File: config.mk
export PLATFORM = sky130hd
export DESIGN_NAME = lin_collision_resolver
export DESIGN_NICKNAME = d
export VERILOG_FILES = /design/src/rtl/lin_collision_resolver.sv
export SDC_FILE = /design/constraint.sdc
export NUM_CORES = 1
export LEC_CHECK = 0
export BUFFER_PORTS_ARGS = -buffer_cell sky130_fd_sc_hd__buf_4
export CAP_MARGIN = 10
export CORE_MARGIN = 8
export CORE_UTILIZATION = 47
export DETAILED_ROUTE_END_ITERATION = 8
export HOLD_SLACK_MARGIN = 0.08
export PLACE_DENSITY = 0.75
export SYNTH_ARGS = -nofsm -noshare
export SYNTH_HDL_FRONTEND = slang
export SYNTH_SLANG_ARGS = --single-unit
File: constraint.sdc
create_clock -name PCLK -period 6.3 [get_ports PCLK]
set_input_delay 0.945 -clock PCLK [delete_from_list [all_inputs] [get_ports PCLK]]
set_output_delay 0.945 -clock PCLK [all_outputs]
set_load 0.01 [all_outputs]
File: src/rtl/lin_collision_resolver.sv
// LIN event-triggered collision resolver: walks the collision table
// and issues one header request per associated frame ID.
module lin_collision_resolver #(
  parameter int CNT_W   = 4,
  parameter int TMO_CYC = 4096,
  parameter int TMO_W   = 13
) (
  input  logic             PCLK,
  input  logic             PRESETn,
  input  logic             et_valid,
  input  logic             et_collision,
  input  logic [31:0]      et_base,
  input  logic [CNT_W-1:0] et_cnt,
  input  logic             abort,
  output logic [31:0]      tbl_addr,
  input  logic [31:0]      tbl_data,
  output logic             hdr_req,
  output logic [5:0]       hdr_id,
  input  logic             hdr_ack,
  input  logic             frm_done,
  output logic             busy,
  output logic             res_done,
  output logic             res_err
);

  typedef enum logic [2:0] {
    S_IDLE,
    S_LOOKUP,
    S_REQ,
    S_WAIT,
    S_NEXT,
    S_DONE
  } state_t;

  localparam logic [TMO_W-1:0] TMO_LAST = TMO_W'(TMO_CYC - 1);

  state_t           state_q, state_d;
  logic [31:0]      base_q, base_d;
  logic [CNT_W-1:0] cnt_q, cnt_d;
  logic [CNT_W-1:0] idx_q, idx_d;
  logic [CNT_W-1:0] idx_inc;
  logic [TMO_W-1:0] tmo_q, tmo_d;
  logic [5:0]       id_q, id_d;
  logic             err_q, err_d;
  logic             ent_bad;
  logic             tmo_hit;

  assign idx_inc  = idx_q + CNT_W'(1);
  assign tbl_addr = base_q + 32'(idx_q);
  assign ent_bad  = (tbl_data[31:6] != '0) ||
                    (tbl_data[5:0] > 6'h3B);
  assign tmo_hit  = (tmo_q == TMO_LAST);

  assign hdr_req  = (state_q == S_REQ);
  assign hdr_id   = id_q;
  assign busy     = (state_q != S_IDLE);
  assign res_done = (state_q == S_DONE);
  assign res_err  = err_q;

  always_comb begin
    state_d = state_q;
    base_d  = base_q;
    cnt_d   = cnt_q;
    idx_d   = idx_q;
    tmo_d   = tmo_q;
    id_d    = id_q;
    err_d   = err_q;
    // Abort wins over all walk activity; DONE always drains to IDLE.
    if (abort && state_q != S_IDLE &&
        state_q != S_DONE) begin
      state_d = S_DONE;
    end else begin
      unique case (state_q)
        S_IDLE: begin
          if (!abort && et_valid && et_collision) begin
            if (et_cnt != '0) begin
              state_d = S_LOOKUP;
              base_d  = et_base;
              cnt_d   = et_cnt;
              idx_d   = '0;
              err_d   = 1'b0;
            end else begin
              state_d = S_DONE;
            end
          end
        end
        S_LOOKUP: begin
          id_d = tbl_data[5:0];
          if (ent_bad) begin
            err_d   = 1'b1;
            state_d = S_NEXT;
          end else begin
            state_d = S_REQ;
          end
        end
        S_REQ: begin
          if (hdr_ack) begin
            tmo_d   = '0;
            state_d = S_WAIT;
          end
        end
        S_WAIT: begin
          tmo_d = tmo_q + TMO_W'(1);
          if (frm_done) begin
            state_d = S_NEXT;
          end else if (tmo_hit) begin
            err_d   = 1'b1;
            state_d = S_NEXT;
          end
        end
        S_NEXT: begin
          idx_d   = idx_inc;
          state_d = (idx_inc == cnt_q) ? S_DONE
                                       : S_LOOKUP;
        end
        S_DONE: state_d = S_IDLE;
        default: state_d = S_IDLE;
      endcase
    end
  end

  always_ff @(posedge PCLK or negedge PRESETn) begin
    if (!PRESETn) begin
      state_q <= S_IDLE;
      base_q  <= '0;
      cnt_q   <= '0;
      idx_q   <= '0;
      tmo_q   <= '0;
      id_q    <= '0;
      err_q   <= 1'b0;
    end else begin
      state_q <= state_d;
      base_q  <= base_d;
      cnt_q   <= cnt_d;
      idx_q   <= idx_d;
      tmo_q   <= tmo_d;
      id_q    <= id_d;
      err_q   <= err_d;
    end
  end

endmodule

; ---- After elaboration in Yosys (flattened, before gate mapping)
; Index checks and enable logic that the tools add are counted.
[totals]
latchBits = 0
mem_bits_rw = 0
out_inout_bits = 42
in_bits = 75
rom_bits = 0
register_bits = 63
n_memories = 0
[op_classes]
bitwise = 1
reduce_logical = 19
order_cmp = 1
muxes = 20
n_eq_ne = 17
mul = 0
add_sub_neg = 3
shifts = 0
div_mod_pow = 0
[ops]
columns = operator, n
row1 = 32-bit by 4-bit adder with 32-bit output, 1
row2 = 13-bit one-hot mux with 2 select lines, 1
row3 = 26-bit nonzero test, 1
row4 = 3-bit two-way mux, 8
row5 = 3-bit one-hot mux with 5 select lines, 1
row6 = 13-bit by 1-bit adder with 13-bit output (second input constant), 1
row7 = 13-bit by 12-bit equality test with 1-bit output (second input constant), 1
row8 = 13-bit two-way mux, 1
row9 = 2-bit != test (second input constant), 5
row10 = 4-bit two-way mux, 2
row11 = 4-bit one-hot mux with 2 select lines, 1
row12 = 4-bit AND reduction, 2
row13 = 7-bit AND reduction, 1
row14 = 3-bit by 2-bit equality test with 1-bit output (second input constant), 2
row15 = 3-bit equality test (second input constant), 2
row16 = 6-bit > comparator (second input constant), 1
row17 = 3-bit != test (second input constant), 2
row18 = 3-bit AND reduction, 2
row19 = 3-bit nonzero test, 2
row20 = 1-bit two-way mux, 5
row21 = 4-bit by 1-bit adder with 4-bit output (second input constant), 1
row22 = 4-bit equality test, 1
row23 = 1-bit logical AND, 4
row24 = 4-bit != test (second input constant), 1
row25 = other kinds (11), 12

; ---- Logic depth before layout (Yosys ltp)
; Gate-level depths: netlist (run 1).
[depth]
ltp_word = 6
depth_mapped = 7

; ---- Worst setup path after synthesis (run 1)
; Ideal clock, no wire load.
[synth_timing]
kind = register -> output
start = reg idx_q[0]
end = out tbl_addr[16]
required_time_ps = 5355
setup_slack_ps = 3370
n_path_buf = 0
stages_incl_launch_ff = 8
arrival_time_ps = 1985
cell_sequence = dfrtp_1 -> ha_1 -> fa_1 -> a21o_1 -> a21oi_1 -> nor4b_2 -> and3_1 -> xor2_1
[synth_between]
elab_chain_len = 1
[synth_lines]
columns = item, line_no
row1 = "start, declared", 40  ; logic [CNT_W-1:0] idx_q, idx_d;
row2 = "start signal, assigned", 135  ; idx_q <= idx_d;
row3 = 32-bit by 4-bit adder with 32-bit output, 49  ; assign tbl_addr = base_q + 32'(idx_q);
row4 = "end, declared", 15  ; output logic [31:0] tbl_addr,
; No other way between the ends.

; ---- Worst setup path in the final report (run 1)
; Same ends and word-level chain as after synthesis.

==> metrics.txt, run 1 <==
status completed; mux share of post-synthesis cell area 13.6%; DR DRC count 0; CTS Hold Bufs 0; Synth area leaders dfrtp_1 44%, mux2_2 13%, xor2_1 4.9%; initial antenna violation count 0; Yosys top cell area share 44.3%; Slew HR 35.6%; via count 3025; largest net degree at the start of global routing 64; Flop pwr share 37.6%; root buf cell clkbuf_8; Layout Nets 537; DPL Wire Length 6750 um; Netlist cell types 48; Final period util 55.5%; die span in x 103 um; Int Pwr 1.23 mW; CTS HTree Levels 3; top_reg_cell synth dfrtp_1; final WL 8860 um; PortBufs 116; gpl congestion 0.892; vias in the first global route 3170; Clock Latency Late Sink 350 ps; pwr/cell area 405 mW/mm2; Hold/Removal Path Class flip-flop to flip-flop; dpl cells 543; Sum Neg Setup Slack 0 ps; # diodes 0; Fin Hold WS 486 ps; gr ovfl total 0; share of layout cells above drive strength 1 40.4%; CTS tree built; Seq/Total Area, Yosys 44.3%; fin worst setup slack 2800 ps; P&R area growth vs syn 32.4%; Async S/R FF share, synth 100%; YS warnings 0; Compound-Gate Fraction of Synth Area 8.48%; max-cap violation count 0; postcts setup bufs 0; #FFs+latches synth 63; nature of the critical path startpoint flip-flop; sw frac 35.3%; final-report setup violation count 0; Clk network pwr share 19.9%; post-route ant nets 0; Synth Instances 335; Post-Layout Cell Count 559; max-slew violation count 0; synthesized area per cell 10.6 um2; met2 Use GR 28.4%; Adder-Cell Fraction of Synth Area 2.67%; Max clock buf depth 2; vias per cell 5.41; Die Span Y 103 um; xor/xnor share of the synthesized area 9.36%; Leak 2.21 nW; final hold violation count 0; syn_nets 417; unrepaired setup endpoints after global routing false; crit path kind flip-flop to primary output; Post-synth EDFFs 0; DRT Pass-1 Iters 4; mapped cell area 0.00356 mm2; GRT Util Overall 17.6%; Worst setup EP type primary output; Num CTS Buffers 9; largest family of logic cells by synthesized area simple AND/OR/NAND/NOR gates; Post-Synth Simple-Gate Area 19.6%; combinational power share 42.4%; Reg clk slew, reported paths 70 ps; WP data required 5350 ps; Starting Density 48.8%; average wire per standard cell 15.8 um; io pins 117; initial DRC count 145; area of the die 0.0106 mm2; grt met3 use 5.87%; maximum vdd drop 0.000196 V; arrival time worst endpoint 2550 ps; row count 31; clock skew 8.18 ps; Sink Count 63; Sw Pwr 0.673 mW; Tmin final 3500 ps; PostCTS Resize Cnt 0; post-placement setup slack 3180 ps; global route hottest layer met2; met1 usage 20.8%; global-route wire length before repair 14700 um; maximum fanout along the worst path 6; Synth area leader dfrtp_1; Max Clock Freq 286 MHz; Core Box Area 0.00729 mm2; total chip power 1.91 mW; Slew @ Worst Pin 965 ps
-- Yosys cell counts (6+ instances only) --
library cell	n
ha_1	6
xor2_1	20
nand2_1	28
dfrtp_1	63
nand4_1	10
nor2_1	31
a21oi_1	6
o21ai_0	21
mux2_2	42
xnor2_1	18
nor4_1	9
nand3_1	16
-- through the flow --
stage | util [%] | area [um2]
2_1_floorplan | - | 3560
3_3_place_gp | 61.7 | 4500
3_5_place_dp | 61.7 | 4500
4_1_cts | 64.6 | 4710
5_1_grt | 64.6 | 4710
6_report | 64.6 | 4710
-- kinds of logic after synthesis --
logic type / after synthesis
xor gates and xnor gates: 38
DFF: 63
AOI/OAI and AO/OA: 46
and+or+nand+nor: 126
buffers and inverters: 12
muxes: 43
adders and majority gates: 7
-- cell type report --
class | count | area, um2
Clock buffer | 9 | 124
Clock inverter | 7 | 87.6
Fill cell | 619 | 2580
Tap cell | 99 | 124
Timing Repair Buffer | 116 | 871
Sequential cell | 63 | 1580
Inverter | 5 | 18.8
Multi-Input combinational cell | 260 | 1910
-- worst max-delay path, stage by stage, from the launching register on --
cell,delay [ps]
dfrtp_1,440
ha_1,230
fa_1,410
a21o_1,210
a21oi_1,310
nor4b_2,110
and3_1,200
xor2_1,140
buf_4,140
-- path summary, 6_finish.rpt --
kind | cells past startpoint | startpoint | to | slack [ps]
setup / recovery | 8 | idx_q[0] | tbl_addr[16] | 2800
hold / removal | 1 | tmo_q[7] | tmo_q[7] | 490
setup reg to reg | 3 | state_q[1] | base_q[12] | 3830
hold reg to reg | 1 | tmo_q[7] | tmo_q[7] | 490
max in group asynchronous | 1 | PRESETn | tmo_q[1] | 5090
min in group asynchronous | 1 | PRESETn | base_q[13] | 690
-- state kept, by name, summed over array words and instances (netlist names) --
name	count
cnt_q	4
state_q	3
res_err	1
base_q	32
tmo_q	13
idx_q	4
hdr_id	6
-- placed cells by master (no fill, tap or decap), types with 5 or more instances in the layout --
master / n
buf_4: 116
nand4_1: 10
xnor2_1: 18
a21oi_1: 6
o21ai_0: 21
nor4_1: 9
mux2_2: 42
nor2_1: 31
nand2_1: 28
clkbuf_8: 9
ha_1: 6
xor2_1: 20
nand3_1: 16
dfrtp_1: 63
inv_1: 5
-- power by group through the flow --
stage               clock (mW)  sequential [mW]  combinational [mW]
CTS                      0.388            0.715               0.824
detailed placement           0            0.722               0.817
floorplan                    0            0.695               0.470
global route             0.403            0.742               0.880
finish                   0.380            0.717               0.809
global placement             0            0.714               0.805
-- routing by layer --
layer	routed length (um)	part of all wire (%)
met1	3800	43
met2	4000	45
met3	888	10
met4	170	1.9
met5	0	0
(Power assumes the default switching activity.)
==> run 2, diff against run 1 <==
clock period = 3.37 ns   (was 6.3 ns; I/O delays follow)
==> metrics.txt, run 2 (same netlist as run 1, synthesis figures left out) <==
Starting Density 48.8% (unchanged); DPL Wire Length 6850 um (+1.6%); gpl congestion 0.894 (+0.30%); CTS HTree Levels 3 (unchanged); maximum fanout along the worst path 6 (unchanged); Leak 2.22 nW (+0.41%); max-cap violation count 0 (unchanged); Sum Neg Setup Slack 0 ps (unchanged); nature of the critical path startpoint flip-flop; Slew HR 37.2% (+1.6 points); global route hottest layer met2; initial antenna violation count 0 (unchanged); Post-Layout Cell Count 560 (+0.18%); DP Area 0.00451 mm2 (+0.17%); Clock Latency Late Sink 330 ps (-20 ps); flop2flop setup slack 870 ps (-2960 ps); GRT Util Overall 17.6% (+0.062 points); # diodes 0 (unchanged); clock skew 8.69 ps (+0.509 ps); PortBufs 116 (unchanged); Final period util 90.5%; dpl cells 544 (+0.18%); global-route wire length before repair 14800 um (+0.65%); Fill cells 609 (-1.6%); worst r2r src state_q[1]; reg-to-reg critical path endpoint res_err; DR DRC count 0 (unchanged); root buf cell clkbuf_8; met1 usage 20.7% (-0.11 points); maximum vdd drop 0.000402 V (+110%); post-route ant nets 0 (unchanged); average wire per standard cell 15.7 um (-0.66%); share of layout cells above drive strength 1 40.1% (-0.30 points); initial DRC count 76 (-48%); Max Clock Freq 328 MHz; area of the die 0.0106 mm2 (unchanged); vias per cell 5.35 (-1.1%); max-slew violation count 0 (unchanged); DRT Pass-1 Iters 4 (unchanged); die span in x 103 um (unchanged); final hold violation count 0 (unchanged); largest net degree at the start of global routing 64 (unchanged); Die Span Y 103 um (unchanged); Layout Nets 538 (+0.19%); Hold/Removal Path Class primary input to asynchronous set/reset pin; row count 31 (unchanged); CP startpoint idx_q[0]; Sink Count 63 (unchanged); Num CTS Buffers 9 (unchanged); postcts setup bufs 0 (unchanged); vias in the first global route 3157 (-0.41%); most frequent cells in the layout 117 x buf_4, 63 x dfrtp_1, 42 x mux2_2; grt met3 use 6.28% (+0.41 points); Worst setup EP type primary output; PostCTS Resize Cnt 0 (unchanged); met2 Use GR 28.9% (+0.45 points); Core Box Area 0.00729 mm2 (unchanged); final instance area 0.00473 mm2 (+0.43%); max reg flops 32 (unchanged); io pins 117 (unchanged); most flop-heavy register base_q; CTS tree built; gr ovfl total 0 (unchanged); unrepaired setup endpoints after global routing false; Tmin final 3050 ps; P&R area growth vs syn 33.0%; Reg clk slew, reported paths 70 ps (about the same); final WL 8820 um (-0.49%); WP data required 2860 ps (-2490 ps); final-report setup violation count 0 (unchanged); CTS Hold Bufs 0 (unchanged); pwr/cell area 759 mW/mm2 (+87%); most common cell after layout, fill and taps aside buf_4; reg2reg path depth 5 (+2); arrival time worst endpoint 2540 ps (about the same); crit path kind flip-flop to primary output; Max clock buf depth 2 (unchanged); Slew @ Worst Pin 941 ps (-23.8 ps); status completed; via count 2997 (-0.93%)
==> run 2: cell type report <==
| type | instances | area, um2 | share of cell area (%) |
|---|---|---|---|
| clock buffer | 13 | 159 | 3.36 |
| clock inverter | 3 | 65.1 | 1.38 |
| timing repair buffer | 117 | 878 | 18.6 |
| inverter | 5 | 18.8 | 0.397 |
| sequential | 63 | 1580 | 33.3 |
| tap | 99 | 124 | 2.62 |
| multi-input combinational | 260 | 1910 | 40.3 |
==> run 2: through the flow <==
stage	power, mW	utilization (%)	hold WS, ps	setup slack [ps]
2_1_floorplan	2.18	-	210	879
4_1_cts	3.63	64.9	268	281
3_5_place_dp	2.89	61.8	478	672
3_3_place_gp	2.84	61.8	472	732
5_1_grt	3.82	64.9	314	168
6_report	3.59	64.9	244	320
==> run 2: power by group <==
group	leakage [nW]	internal, mW	switching [mW]
Combinational	1.31	0.858	0.653
Clock	0.114	0.457	0.281
Sequential	0.790	1.04	0.299
Total	2.22	2.35	1.23
==> run 2: critical path, cell delays in order, from the launching register on <==
cell,delay [ps]
dfrtp_1,440
ha_1,230
fa_1,410
a21o_1,210
a21oi_1,320
nor4b_2,110
and3_1,200
xor2_1,140
buf_4,140
==> run 2: how the worst max path moves through the flow <==
stage,endpoint,depth (start not counted)
global route,tbl_addr[16],8
finish,tbl_addr[16],8
global placement,tbl_addr[16],8
detailed placement,tbl_addr[16],8
floorplan,tbl_addr[16],7
CTS,tbl_addr[16],8
==> run 2: routing by layer <==
layer	wire, um	part of all wire, %
met3	918	10
met4	74	0.84
met1	3670	42
met2	4160	47
met5	0	0
